==> src/rtl/load_scoreboard.sv <==
// Load scoreboard: tracks registers with a data-cache load in flight and raises the
// decode-stage stall for any instruction that reads or overwrites one of them.
module load_scoreboard #(
    parameter int unsigned MAX_OUTSTANDING = 4
) (
    input  logic        clock,
    input  logic        reset,
    input  logic        idValid,
    input  logic [4:0]  idOperantAAddr,
    input  logic [4:0]  idOperantBAddr,
    input  logic        idUseImmediate,
    input  logic [2:0]  idStore,
    input  logic        idLoad,
    input  logic [4:0]  idDestination,
    input  logic        loadIssue,
    input  logic [4:0]  loadDestination,
    input  logic [8:0]  dcacheRegisterAddress,
    input  logic        dcacheRegisterWe,
    input  logic [3:0]  cid,
    output logic        scoreboardStall,
    output logic [31:0] pendingMask,
    output logic [2:0]  outstandingCount,
    output logic        scoreboardError
);

    localparam logic [2:0] MaxCount = 3'(MAX_OUTSTANDING);

    logic [31:0] mask_q, mask_d;
    logic [2:0]  count_q, count_d;
    logic        err_q, err_d;

    logic [4:0]  ret_reg;
    logic        ret, ret_known, iss, at_cap, drop;
    logic [31:0] ret_vec, iss_vec, eff;
    logic        hit_a, hit_b, hit_d, full;

    assign ret_reg = dcacheRegisterAddress[4:0];

    // Return/issue decode and next-state for mask, count and sticky error.
    always_comb begin
        ret       = dcacheRegisterWe && (dcacheRegisterAddress[8:5] == cid) && (ret_reg != 5'd0);
        ret_known = mask_q[ret_reg];
        at_cap    = (count_q == MaxCount);
        iss       = loadIssue && (loadDestination != 5'd0) && (count_q < MaxCount);
        drop      = loadIssue && (loadDestination != 5'd0) && at_cap;

        ret_vec = '0;
        if (ret) begin
            ret_vec[ret_reg] = 1'b1;
        end
        iss_vec = '0;
        if (iss) begin
            iss_vec[loadDestination] = 1'b1;
        end

        // Set is applied after clear, so a same-register set wins.
        mask_d = (mask_q & ~ret_vec) | iss_vec;

        count_d = count_q;
        if (iss && !(ret && ret_known)) begin
            count_d = count_q + 3'd1;
        end else if (!iss && ret && ret_known) begin
            count_d = count_q - 3'd1;
        end

        err_d = err_q | (ret && !ret_known) | drop;
    end

    // A register returning this cycle is already ready thanks to forwarding.
    always_comb begin
        eff   = mask_q & ~ret_vec;
        hit_a = (idOperantAAddr != 5'd0) && eff[idOperantAAddr];
        hit_b = (idOperantBAddr != 5'd0) && (!idUseImmediate || (idStore != 3'd0))
                && eff[idOperantBAddr];
        hit_d = idLoad && (idDestination != 5'd0) && eff[idDestination];
        full  = idLoad && at_cap;
        scoreboardStall = idValid && (hit_a || hit_b || hit_d || full);
    end

    always_ff @(posedge clock) begin
        if (reset) begin
            mask_q  <= '0;
            count_q <= '0;
            err_q   <= 1'b0;
        end else begin
            mask_q  <= mask_d;
            count_q <= count_d;
            err_q   <= err_d;
        end
    end

    assign pendingMask      = mask_q;
    assign outstandingCount = count_q;
    assign scoreboardError  = err_q;

endmodule
==> config.mk <==
export PLATFORM = sky130hd
export DESIGN_NAME = load_scoreboard
export DESIGN_NICKNAME = d
export VERILOG_FILES = /design/src/rtl/load_scoreboard.sv
export SDC_FILE = /design/constraint.sdc
export NUM_CORES = 1
export LEC_CHECK = 0
export CAP_MARGIN = 40
export CORE_AREA = 2 2 79 81
export CTS_BUF_LIST = sky130_fd_sc_hd__clkbuf_16
export DETAILED_ROUTE_END_ITERATION = 10
export DIE_AREA = 0 0 81 83
export PLACE_DENSITY_LB_ADDON = 0.12
export SYNTH_ARGS = -nofsm -noshare
export SYNTH_HDL_FRONTEND = slang
export SYNTH_SLANG_ARGS = --single-unit
export TNS_END_PERCENT = 50
==> constraint.sdc <==
create_clock -name clock -period 7.8 [get_ports clock]
set_input_delay 2.34 -clock clock [delete_from_list [all_inputs] [get_ports clock]]
set_output_delay 2.34 -clock clock [all_outputs]
set_load 0.01 [all_outputs]
==> results.json <==
{
  "p_leak_nw": 1.454,
  "die_y_um": 83,
  "core_area_mm2": 0.005816,
  "slew_violations": 0,
  "holdPathStages": 2,
  "vias": 3681,
  "multi_input_area_mm2": 0.002335,
  "die_area_mm2": 0.006723,
  "finalSetupTns_ns": 0,
  "dp_hpwl_mm": 8.914,
  "holdBufCountCts": 0,
  "initial_utilization_pct": 53.49,
  "reg2reg_from": "pendingMask[16]$_SDFF_PP0_",
  "post-route-util_pct": 76.48,
  "dr.pass1.iters": 5,
  "grt_usage_pct": 34.17,
  "grt_max_degree": 29,
  "min_period_ns": 7.768,
  "finalPower_mw": 0.5301,
  "r2r-end": "outstandingCount[2]$_SDFFE_PP0P_",
  "synthArstFlopShare_pct": 0,
  "wirelength_mm": 11.67,
  "synth_top_area_cell": "dfxtp_1",
  "grt_pass1_vias": 3444,
  "ys_warn_count": 0,
  "netlist-cell-type-count": 63,
  "ant_nets": 0,
  "cts.sinks": 36,
  "hold_violations": 0,
  "maxCapViolCount": 0,
  "crit_type": "in2out",
  "ys.flop_type": "dfxtp_1",
  "synth.area.top_cells": "dfxtp_1 23%, mux4_2 9.4%, nand2_1 6.4%, a21oi_1 5.8%, o41ai_1 5.6%",
  "dp.cells": 539,
  "synth_seq_cells": 36,
  "worstMarginPinSlew_ns": 0.7192,
  "seq_area_frac_synth_pct": 23.17,
  "routedWlPerCell_um": 21.33,
  "cts.path.max_buffers": 2,
  "grt_pass1_wl_mm": 17.91,
  "period_share_pct": 99.58,
  "seq_area_um2": 720.7,
  "syn-instance-count": 375,
  "skew_ns": 0.003251,
  "syn-num-nets": 419,
  "reg2regPathDepth": 9,
  "clkTransAtPathRegs_ns": 0.05,
  "cts_inserted_buffers": 5,
  "insertion_delay_ns": 0.28,
  "cts_tree": "yes",
  "path_max_fanout": 6,
  "antenna_found_initial": 0,
  "io_buffers": 79,
  "die_width_um": 81,
  "finalSetupViolations": 0,
  "final_cells": 547,
  "timing.critical_path.to_type": "primary output",
  "io-pin-count": 80,
  "max_freq_mhz": 128.7,
  "critPathRequiredTime_ns": 5.46,
  "grt-ovfl-total": 0,
  "synthToLayoutAreaGrowth_pct": 43.00,
  "min_from": "scoreboardError$_SDFF_PP0_",
  "crit_arrival_ns": 5.43,
  "ir_drop_mv": 0.2695,
  "relSlewSlack_pct": 51.61,
  "fillCellCount": 435,
  "avgSynthCellArea_um2": 8.295,
  "drcViolationCount": 0,
  "htree_levels": 2,
  "powerDensity_mw_per_mm2": 119.2,
  "final_nets": 516,
  "place_congestion": 1.008,
  "drt_iter0_markers": 364,
  "status": "finished, final reports clean",
  "hold_path_end": "scoreboardError$_SDFF_PP0_",
  "final_layout_size_suffix_gt1_share_pct": 19.07,
  "r2r_setup_slack_ns": 5.26,
  "cts_root_buffer": "clkbuf_16",
  "synth_edf_count": 0,
  "antenna_cells": 0,
  "detail_route.vias_per_cell": 6.729,
  "synth.cell_area_mm2": 0.003110,
  "cp-start-kind": "input port",
  "hold_class": "reg2reg",
  "netlist.area_leader.share_pct": 23.17,
  "rows": 28
}
[kinds of logic after synthesis]
kind of cell,Yosys count,share of synthesized area [%]
AOI/OAI and AO/OA,115,26.75
xor gates and xnor gates,6,1.931
adders and majority gates,1,0.6436
buffers and inverters,38,5.269
DFF,36,23.17
muxes,30,17.10
and+or+nand+nor,149,25.14
[layout make-up]
type | count | area share [%]
Clock inverter | 2 | 0.1969
Multi-Input combinational cell | 301 | 52.49
Timing Repair Buffer | 120 | 25.51
Inverter | 8 | 0.6751
Sequential cell | 36 | 16.20
Clock buffer | 5 | 2.813
Tap cell | 75 | 2.110
[repair_timing]
item | 4_1_cts | 5_1_grt
setup endpoints to repair | 0 | 1
gates resized for setup | 0 | 17
buffers inserted | 0 | 1
[cell usage in the layout (no fill, tap or decap), types with 4 or more instances in the layout]
| cell | instances |
|---|---|
| mux4_1 | 4 |
| o41ai_2 | 11 |
| o22ai_1 | 8 |
| buf_4 | 37 |
| nand4_1 | 4 |
| nand3_1 | 4 |
| nand2_1 | 52 |
| dfxtp_1 | 36 |
| clkdlybuf4s50_1 | 79 |
| clkbuf_16 | 5 |
| mux2i_1 | 10 |
| o311ai_0 | 5 |
| o41ai_1 | 11 |
| a31oi_1 | 4 |
| nor4_1 | 5 |
| nor2_1 | 22 |
| nand2b_1 | 8 |
| a21oi_1 | 36 |
| o21ai_0 | 5 |
| nor3_1 | 11 |
| or2_2 | 5 |
| nor2b_1 | 7 |
| o31ai_1 | 7 |
| nand3b_1 | 7 |
| inv_1 | 9 |
| mux4_2 | 13 |
[through the flow]
stage	setup slack [ns]	hold slack, ns	instance area, um2
global placement	0.08211	0.4613	4179
global route	-0.05251	0.5375	4448
detailed placement	0.01688	0.4859	4194
finish	0.03238	0.4949	4448
floorplan	1.042	0.4741	3110
CTS	0.01532	0.5014	4328
[power breakdown]
group          total, mW  switching, mW  internal, mW  leakage (nW)
sequential         0.196        0.00714         0.189         0.291
clock              0.187         0.0727         0.115        0.0709
combinational      0.146         0.0784        0.0681          1.09
total              0.530          0.158         0.372          1.45
[worst max-delay path: stages]
cell,delay (ns)
clkdlybuf4s50_1,0.51
nand3b_1,0.35
o41ai_2,0.53
mux2i_1,0.13
mux4_2,0.46
and4b_1,0.21
o41ai_2,0.30
nand4_1,0.11
clkdlybuf4s50_1,0.50
[flip-flops by register name, summed over array words and instances, names as in the netlist]
name              cells
outstandingCount      3
pendingMask          32
scoreboardError       1
[synthesized netlist by cell type (all sizes together) (5+ instances only)]
cell / number
a21oi: 36
buf: 7
clkbuf: 23
dfxtp: 36
inv: 8
mux2i: 10
mux4: 17
nand2: 53
nand2b: 8
nand3: 6
nand3b: 7
nor2: 23
nor2b: 7
nor3: 11
nor4: 5
o21ai: 5
o22ai: 8
o311ai: 5
o31ai: 9
o41ai: 23
or2: 6
xnor2: 5
[layer usage]
metal / global-route usage [%] / routed length [um]
met1: 46.67 / 4700
met3: 10.33 / 1313
met4: 11.71 / 276
met2: 51.01 / 5380
met5: 0 / 0
[worst max-delay path by stage]
stage / startpoint / end / slack, ns
finish: dcacheRegisterAddress[3] / scoreboardStall / 0.03
global route: dcacheRegisterAddress[3] / scoreboardStall / -0.05
CTS: dcacheRegisterAddress[6] / scoreboardStall / 0.02
detailed placement: dcacheRegisterAddress[6] / scoreboardStall / 0.02
global placement: dcacheRegisterAddress[3] / scoreboardStall / 0.08
floorplan: dcacheRegisterAddress[0] / scoreboardStall / 1.04
(Power assumes the default switching activity.)
